### src/rtl/alu_operand_serdes_if.sv
// Bus and ALU-side signals of alu_operand_serdes.
// The master modport is the serdes side, and the slave modport is the bus/ALU side.
interface alu_operand_serdes_if #(
  parameter int NSHIFT  = 2,
  parameter int IO_BITS = 4
);
  logic               in_valid;
  logic               in_ready;
  logic [IO_BITS-1:0] in_data;
  logic               arg_valid;
  logic               active;
  logic               op_done;
  logic [NSHIFT-1:0]  data_in2;
  logic [NSHIFT-1:0]  data_out;
  logic               out_valid;
  logic               out_ready;
  logic [IO_BITS-1:0] out_data;

  modport master (
    input  in_valid, in_data, active, op_done, data_out, out_ready,
    output in_ready, arg_valid, data_in2, out_valid, out_data
  );

  modport slave (
    output in_valid, in_data, active, op_done, data_out, out_ready,
    input  in_ready, arg_valid, data_in2, out_valid, out_data
  );
endinterface

### src/rtl/alu_operand_serdes.sv
// Operand/result serializer between the nibble memory bus and the serial ALU.
// Define SERDES_LEN_CHECK_EN to let op_done end RUN and flag length mismatches on len_err.
module alu_operand_serdes #(
  parameter int REG_BITS = 8,
  parameter int NSHIFT   = 2,
  parameter int IO_BITS  = 4
) (
  input  logic clk,
  input  logic reset,
  input  logic start,
  input  logic pair,
  input  logic load_en,
  input  logic store_en,
  output logic busy,
  output logic len_err,
  alu_operand_serdes_if.master bus
);

  localparam int W_MAX = 2 * REG_BITS;
  localparam int CNT_W = $clog2(W_MAX / NSHIFT + 1);

  typedef enum logic [1:0] {IDLE, FILL, RUN, DRAIN} state_t;

  state_t             state;
  logic [W_MAX-1:0]   shift_buf;
  logic [CNT_W-1:0]   cnt;
  logic               pair_q;
  logic               store_q;
  logic [CNT_W-1:0]   nib_last;
  logic [CNT_W-1:0]   run_last;
  logic               run_last_hit;
  logic               run_end;

  // The last count index depends on the operand width latched at start.
  always_comb begin
    nib_last = pair_q ? CNT_W'(W_MAX / IO_BITS - 1) : CNT_W'(REG_BITS / IO_BITS - 1);
    run_last = pair_q ? CNT_W'(W_MAX / NSHIFT - 1)  : CNT_W'(REG_BITS / NSHIFT - 1);
  end

  assign run_last_hit = bus.active && (cnt == run_last);

`ifdef SERDES_LEN_CHECK_EN
  logic len_q;
  assign run_end = bus.op_done || run_last_hit;
  assign len_err = len_q;
`else
  wire unused_op_done = bus.op_done;
  assign run_end = run_last_hit;
  assign len_err = 1'b0;
`endif

  assign busy          = (state != IDLE);
  assign bus.in_ready  = (state == FILL);
  assign bus.arg_valid = (state == RUN);
  assign bus.out_valid = (state == DRAIN);
  assign bus.data_in2  = shift_buf[NSHIFT-1:0];
  assign bus.out_data  = shift_buf[IO_BITS-1:0];

  // One shared counter, cleared on every transition, paces the fill, run and drain phases.
  always_ff @(posedge clk) begin
    if (reset) begin
      state     <= IDLE;
      shift_buf <= '0;
      cnt       <= '0;
      pair_q    <= 1'b0;
      store_q   <= 1'b0;
`ifdef SERDES_LEN_CHECK_EN
      len_q     <= 1'b0;
`endif
    end else begin
      case (state)
        IDLE: begin
          if (start) begin
            shift_buf <= '0;
            cnt       <= '0;
            pair_q    <= pair;
            store_q   <= store_en;
`ifdef SERDES_LEN_CHECK_EN
            len_q     <= 1'b0;
`endif
            state     <= load_en ? FILL : RUN;
          end
        end
        FILL: begin
          if (bus.in_valid) begin
            for (int i = 0; i < W_MAX / IO_BITS; i++) begin
              if (cnt == CNT_W'(i)) shift_buf[i*IO_BITS +: IO_BITS] <= bus.in_data;
            end
            if (cnt == nib_last) begin
              cnt   <= '0;
              state <= RUN;
            end else begin
              cnt <= cnt + 1'b1;
            end
          end
        end
        RUN: begin
          // Single-byte operands shift only the low byte, so the high byte stays zero.
          if (bus.active) begin
            if (pair_q) shift_buf <= {bus.data_out, shift_buf[W_MAX-1:NSHIFT]};
            else        shift_buf <= {{REG_BITS{1'b0}}, bus.data_out, shift_buf[REG_BITS-1:NSHIFT]};
            cnt <= cnt + 1'b1;
          end
          if (run_end) begin
            cnt   <= '0;
            state <= store_q ? DRAIN : IDLE;
`ifdef SERDES_LEN_CHECK_EN
            if (bus.op_done != run_last_hit) len_q <= 1'b1;
`endif
          end
        end
        DRAIN: begin
          if (bus.out_ready) begin
            shift_buf <= shift_buf >> IO_BITS;
            if (cnt == nib_last) begin
              cnt   <= '0;
              state <= IDLE;
            end else begin
              cnt <= cnt + 1'b1;
            end
          end
        end
        default: state <= IDLE;
      endcase
    end
  end

endmodule
### src/flat_wrapper.sv
// flat-port wrapper written by rule: the top's interface ports become plain ports
module alu_operand_serdes_flat 
#(
  parameter int REG_BITS = 8,
  parameter int NSHIFT   = 2,
  parameter int IO_BITS  = 4
)
  (clk, reset, start, pair, load_en, store_en, busy, len_err, bus_in_valid, bus_in_data, bus_active, bus_op_done, bus_data_out, bus_out_ready, bus_in_ready, bus_arg_valid, bus_data_in2, bus_out_valid, bus_out_data);
  alu_operand_serdes_if #(.NSHIFT(NSHIFT), .IO_BITS(IO_BITS)) bus_i ();
  input  logic clk;
  input  logic reset;
  input  logic start;
  input  logic pair;
  input  logic load_en;
  input  logic store_en;
  output logic busy;
  output logic len_err;
  input wire logic [$bits(bus_i.in_valid)-1:0] bus_in_valid;
  input wire logic [$bits(bus_i.in_data)-1:0] bus_in_data;
  input wire logic [$bits(bus_i.active)-1:0] bus_active;
  input wire logic [$bits(bus_i.op_done)-1:0] bus_op_done;
  input wire logic [$bits(bus_i.data_out)-1:0] bus_data_out;
  input wire logic [$bits(bus_i.out_ready)-1:0] bus_out_ready;
  output wire logic [$bits(bus_i.in_ready)-1:0] bus_in_ready;
  output wire logic [$bits(bus_i.arg_valid)-1:0] bus_arg_valid;
  output wire logic [$bits(bus_i.data_in2)-1:0] bus_data_in2;
  output wire logic [$bits(bus_i.out_valid)-1:0] bus_out_valid;
  output wire logic [$bits(bus_i.out_data)-1:0] bus_out_data;
  assign bus_i.in_valid = bus_in_valid;
  assign bus_i.in_data = bus_in_data;
  assign bus_i.active = bus_active;
  assign bus_i.op_done = bus_op_done;
  assign bus_i.data_out = bus_data_out;
  assign bus_i.out_ready = bus_out_ready;
  assign bus_in_ready = bus_i.in_ready;
  assign bus_arg_valid = bus_i.arg_valid;
  assign bus_data_in2 = bus_i.data_in2;
  assign bus_out_valid = bus_i.out_valid;
  assign bus_out_data = bus_i.out_data;
  alu_operand_serdes #(.REG_BITS(REG_BITS), .NSHIFT(NSHIFT), .IO_BITS(IO_BITS)) u_core (.clk(clk), .reset(reset), .start(start), .pair(pair), .load_en(load_en), .store_en(store_en), .busy(busy), .len_err(len_err), .bus(bus_i));
endmodule
### config.mk
export PLATFORM = sky130hd
export DESIGN_NAME = alu_operand_serdes_flat
export DESIGN_NICKNAME = d
export VERILOG_FILES = /design/src/rtl/alu_operand_serdes_if.sv /design/src/rtl/alu_operand_serdes.sv /design/src/flat_wrapper.sv
export SDC_FILE = /design/constraint.sdc
export NUM_CORES = 1
export LEC_CHECK = 0
export CELL_PAD_IN_SITES_DETAIL_PLACEMENT = 0
export CELL_PAD_IN_SITES_GLOBAL_PLACEMENT = 1
export CORE_MARGIN = 8
export CORE_UTILIZATION = 40
export CTS_CLUSTER_DIAMETER = 100
export DETAILED_ROUTE_END_ITERATION = 16
export GPL_TIMING_DRIVEN = 0
export PLACE_DENSITY_LB_ADDON = 0.1
export SETUP_SLACK_MARGIN = 0.02
export SYNTH_ARGS = -nofsm -noshare
export SYNTH_HDL_FRONTEND = slang
export SYNTH_SLANG_ARGS = --single-unit
### constraint.sdc
create_clock -name clk -period 2.1 [get_ports clk]
set_input_delay 0.63 -clock clk [delete_from_list [all_inputs] [get_ports clk]]
set_output_delay 0.63 -clock clk [all_outputs]
set_load 0.01 [all_outputs]
Word-level counts from Yosys, hierarchy flattened
Cells that the tools add are included.
{ "word_totals": {"reg_bits": 24, "in_bits": 16} }
{ "classes": {"n_mux": 28, "reduce_logical": 11, "addsub": 1, "n_eq_ne": 20} }
{ "op_table": {"columns": ["cell", "n"], "rows": [
  ["16-bit 2-to-1 mux", 5],
  ["16-bit case mux with 4 select lines", 1],
  ["4-bit 2-to-1 mux", 10],
  ["5-bit AND reduction", 4],
  ["2-bit 2-to-1 mux", 9],
  ["4-bit case mux with 4 select lines", 1],
  ["2-bit by 1-bit inequality test with 1-bit output (second input constant)", 7],
  ["4-bit by 2-bit == test with 1-bit output (second input constant)", 2],
  ["4-bit == test", 2],
  ["2-bit inequality test (second input constant)", 4],
  ["2-bit case mux with 4 select lines", 1],
  ["6-bit AND reduction", 1],
  ["4-bit by 1-bit adder with 4-bit output (second input constant)", 1],
  ["2-bit == test (second input constant)", 2],
  ["4-bit by 1-bit == test with 1-bit output (second input constant)", 1],
  ["4-bit logical NOT", 1],
  ["4-bit AND reduction", 1],
  ["3-bit 2-to-1 mux", 1],
  ["3-bit by 2-bit inequality test with 1-bit output (second input constant)", 1],
  ["2-bit by 1-bit == test with 1-bit output (second input constant)", 1],
  ["2-bit logical NOT", 1],
  ["2-bit AND reduction", 1],
  ["2-bit nonzero test", 1],
  ["1-bit logical AND", 1]
]} }

Logic depth before layout (Yosys ltp)
{ "depth": {"word_depth": 5, "mapped_depth": 7, "mapped_depth_nobuf": 6} }

Least setup slack after synthesis
OpenSTA, ideal clock, no wires.
{ "synth_timing": {"kind": "input port to flip-flop", "start": "input bus_out_ready", "end": "register u_core.shift_buf[14]", "path_buffers": 0, "setup_time_ns": 0.128, "arrival_ns": 1.557, "required_time_ns": 1.972, "setup_slack_ns": 0.415, "cell_stages": 4, "cell_sequence": "mux4_2 > o21ai_4 > mux2i_1 > nor2_1"} }
{ "synth_between": {"elab_chain_len": 2} }
{ "synth_lines": {"columns": ["item", "line_no", "source"], "rows": [
  ["start: declaration", "flat_wrapper.sv:23", "input wire logic [$bits(bus_i.out_ready)-1:0] bus_out_ready;"],
  ["2-bit inequality test (no source line)", null, null],
  ["5-bit AND reduction (no source line)", null, null],
  ["end signal: indexed assignment", "alu_operand_serdes.sv:87", "if (cnt == CNT_W'(i)) shift_buf[i*IO_BITS +: IO_BITS] <= bus.in_data;"],
  ["end signal: assignment", "alu_operand_serdes.sv:100", "if (pair_q) shift_buf <= {bus.data_out, shift_buf[W_MAX-1:NSHIFT]};"],
  ["end signal: assignment", "alu_operand_serdes.sv:101", "else shift_buf <= {{REG_BITS{1'b0}}, bus.data_out, shift_buf[REG_BITS-1:NSHIFT]};"],
  ["end: declaration", "alu_operand_serdes.sv:25", "logic [W_MAX-1:0] shift_buf;"]
]} }
No other way between the ends.
A chain may end at the register's enable or synchronous reset.

Worst setup path in the final report
{ "layout_timing": {"start": "register u_core.state[0]", "end": "output busy"} }
{ "layout_between": {"elab_chain_len": 1} }
{ "layout_lines": {"columns": ["item", "line_no", "source"], "rows": [
  ["start: declaration", "alu_operand_serdes.sv:24", "state_t state;"],
  ["start signal: assignment", "alu_operand_serdes.sv:81", "state <= load_en ? FILL : RUN;"],
  ["start signal: assignment", "alu_operand_serdes.sv:106", "state <= store_q ? DRAIN : IDLE;"],
  ["2-bit nonzero test", "alu_operand_serdes.sv:52", "assign busy = (state != IDLE);"],
  ["end: declaration", "flat_wrapper.sv:16", "output logic busy;"]
]} }
No other way between the ends.

==> flow_metrics.py <==
metrics = {
    "place": {
        "place_congestion": 0.7979,
        "placed_area_sq_um": 1934,
        "dpl_worst_slack_ps": -210.0,
        "hpwl_um": 3279,
        "port_buffers": 24,
    },
    "floorplanning": {
        "io_pins": 27,
        "start_util_pct": 41.08,
        "rows": 23,
        "fp.coreArea_sq_um": 3971,
        "dieArea_sq_um": 6378,
        "die_h_um": 79.87,
        "die_w_um": 79.87,
    },
    "layout": {
        "area_delta_synth_final_pct": 31.21,
        "final_area_sq_um": 2141,
        "layout-drive-gt1-share_pct": 18.39,
        "diodes": 0,
        "final_net_count": 244,
    },
    "critical_path": {
        "ff2ff_setup_slack_ps": 450,
        "cp_max_fo": 10,
        "rr_startpoint": "u_core.cnt[1]",
        "critPathCaptureType": "primary output",
        "r2r_cells": 5,
        "crit_path_start": "u_core.state[0]",
        "critPathRequiredTime_ps": 1470,
        "r2r-end": "u_core.shift_buf[12]",
        "startpoint_type": "flip-flop",
        "arrival_ps": 1410,
        "path_class": "reg2out",
    },
    "grt": {
        "grt_pass1_vias": 1431,
        "grt_start_max_net_pins": 15,
        "antenna_found_initial": 0,
        "track_usage_pct": 14.07,
        "grt-ovfl-total": 0,
        "grt_pass1_wl_um": 7196,
    },
    "sta": {
        "fin_ws_ps": 64.78,
        "hold_slack_ps": 479.2,
        "relSlewSlack_pct": 61.32,
        "fin_crit_ps": 2035,
        "period_share_pct": 96.92,
        "maxSlewViolCount": 0,
        "fmax_ghz": 0.4913,
        "setup_viol": 0,
        "hold_viol": 0,
        "rsz0062_at_grt": "yes",
        "worstMarginPinSlew_ps": 577.5,
        "clock_skew_ps": 6.665,
    },
    "pwr": {
        "power.total_uw": 1459,
        "cellPowerDensity_nw_per_um2": 681.3,
        "ir_worst_vdd_mv": 0.2671,
        "leakagePower_uw": 0.0008031,
    },
    "clock_network": {
        "insertion_delay_ps": 270,
        "clkSinkCount": 24,
        "path_clk_slew_ps": 90,
        "root_buffer": "clkbuf_8",
        "clockBufferDepth": 2,
        "cts_tree": "built",
        "cts-buffers-inserted": 3,
        "hold_buffers": 0,
        "htreeDepth": 1,
    },
    "worst_hold_path": {
        "min_path_type": "reg2reg",
        "min-delay-start": "u_core.shift_buf[7]",
        "hold_end": "u_core.shift_buf[7]",
        "hold_path_depth": 2,
    },
    "synthesis": {
        "synth_edf_count": 0,
        "ys_warn_count": 0,
        "syn_area_sq_um": 1632,
        "netlist_top_cells_count": "dfxtp_1 (24), nor2_1 (17), mux2i_1 (15), a21oi_1 (14), a32oi_1 (10)",
        "ys_ff_latch": 24,
        "ys_seq_area_share_pct": 29.45,
        "yosysTopAreaCellShare_pct": 29.45,
        "yosys-top-cells-area": "dfxtp_1 (29%), mux2i_1 (9.2%), a32oi_1 (5.4%), a21oi_1 (4.3%), nor2_1 (3.9%)",
        "ys_types": 42,
        "async_reset_ff_share_pct": 0,
        "synth_nets": 207,
        "synth-main-ff-cell": "dfxtp_1",
        "synth.avg_cell_area_sq_um": 8.725,
        "yosys.area.top_type": "dfxtp_1",
        "yosysMostFrequentCell": "dfxtp_1",
        "syn_inst": 187,
    },
    "route": {
        "vias_per_cell": 5.711,
        "wirelength_um": 4712,
        "first_pass_iters": 4,
        "drtAntennaViolNets": 0,
        "drc": 0,
        "num_vias": 1559,
        "wl_per_cell_um": 17.26,
        "drt_iter0_drc": 66,
    },
    "run": {
        "drv_cap": 0,
    },
    "outcome": {
        "status": "finished clean",
    },
}
==> metrics by stage <==
| stage | instances | util [%] | setup TNS [ps] |
|---|---|---|---|
| 2_1_floorplan | 187 | - | 0 |
| 3_3_place_gp | 261 | 48.71 | -1940 |
| 3_5_place_dp | 261 | 48.71 | -2048 |
| 4_1_cts | 265 | 51.39 | 0 |
| 5_1_grt | 273 | 53.91 | 0 |
| 6_report | 273 | 53.91 | 0 |
==> sequential cells by signal, summed over array words and instances, names as in the netlist <==
name and flops:
u_core.cnt 4, u_core.pair_q 1, u_core.shift_buf 16, u_core.state 2, u_core.store_q 1
==> metal layers <==
metal | GRT usage (%) | vias up | wire, um
met5 | 0 | - | 0
met4 | 4.364 | 0 | 102
met3 | 2.140 | 8 | 205
met2 | 23.63 | 50 | 2328
met1 | 17.93 | 747 | 2076
li1 | - | 754 | -
==> cells in the final DEF (no fill, tap or decap), types with 3 or more instances in the layout <==
| cell | synthesis | layout |
|---|---|---|
| dfxtp_1 | 24 | 24 |
| clkdlybuf4s50_1 | 0 | 19 |
| nor2_1 | 17 | 16 |
| mux2i_1 | 15 | 15 |
| buf_4 | 8 | 15 |
| a21oi_1 | 14 | 14 |
| a32oi_1 | 10 | 10 |
| nor2b_1 | 8 | 8 |
| inv_1 | 8 | 7 |
| nand2b_1 | 7 | 7 |
| o2bb2ai_1 | 7 | 7 |
| nand2_1 | 6 | 6 |
| nor3b_1 | 5 | 5 |
| o211ai_1 | 4 | 4 |
| ha_1 | 4 | 4 |
| buf_6 | 1 | 3 |
| buf_8 | 0 | 3 |
| buf_2 | 8 | 3 |
| o21ai_2 | 3 | 3 |
| and2_1 | 3 | 3 |
| nand3_1 | 3 | 3 |
| clkbuf_8 | 0 | 3 |
==> repair_timing <==
action | 4_1_cts | 5_1_grt
buffers inserted | 0 | 7
setup endpoints to repair | 4 | 5
resized for setup | 19 | 7
cloned | 0 | 1
pin swaps | 0 | 1
==> layout make-up <==
| cell class | instances | area [sq um] |
|---|---|---|
| Fill cell | 369 | 1831 |
| Multi-Input combinational cell | 137 | 1036 |
| Sequential cell | 24 | 480.5 |
| Timing Repair Buffer | 31 | 294.0 |
| Buffer | 19 | 161.4 |
| Tap cell | 50 | 62.56 |
| Clock buffer | 3 | 41.29 |
| Inverter | 8 | 35.03 |
| Clock inverter | 1 | 30.03 |
==> how the worst max path moves through the flow <==
| stage | depth (start not counted) | endpoint |
|---|---|---|
| 3_5_place_dp | 5 | u_core.shift_buf[14] |
| 3_3_place_gp | 5 | u_core.shift_buf[15] |
| 5_1_grt | 6 | busy |
| 6_report | 6 | busy |
| 2_1_floorplan | 4 | u_core.shift_buf[14] |
| 4_1_cts | 6 | busy |
==> report_power, final <==
group	total, uW	leakage, uW	internal [uW]	switching (uW)
sequential	500	0.000195	481	19.0
clock	413	0.0000357	255	158
combinational	546	0.000573	257	289
total	1460	0.000803	993	465
==> critical path, cell delays in order (launching register included) <==
cell	delay, ps
dfxtp_1	320
buf_6	140
buf_8	150
buf_8	140
nor2_4	120
inv_1	40
clkdlybuf4s15_1	220
==> logic make-up (layout without fill, tap and decap cells) <==
| group | Yosys count | count (layout) | share of synthesized area (%) |
|---|---|---|---|
| and+or+nand+nor | 56 | 56 | 19.40 |
| buffers and inverters | 27 | 62 | 9.126 |
| muxes | 17 | 18 | 11.27 |
| xor gates and xnor gates | 2 | 2 | 1.074 |
| DFF | 24 | 24 | 29.45 |
| other | 1 | 1 | 0.2298 |
| AOI/OAI and AO/OA | 56 | 56 | 26.38 |
| adders and majority gates | 4 | 4 | 3.068 |
Note: power is estimated with default switching activity, not from simulation.
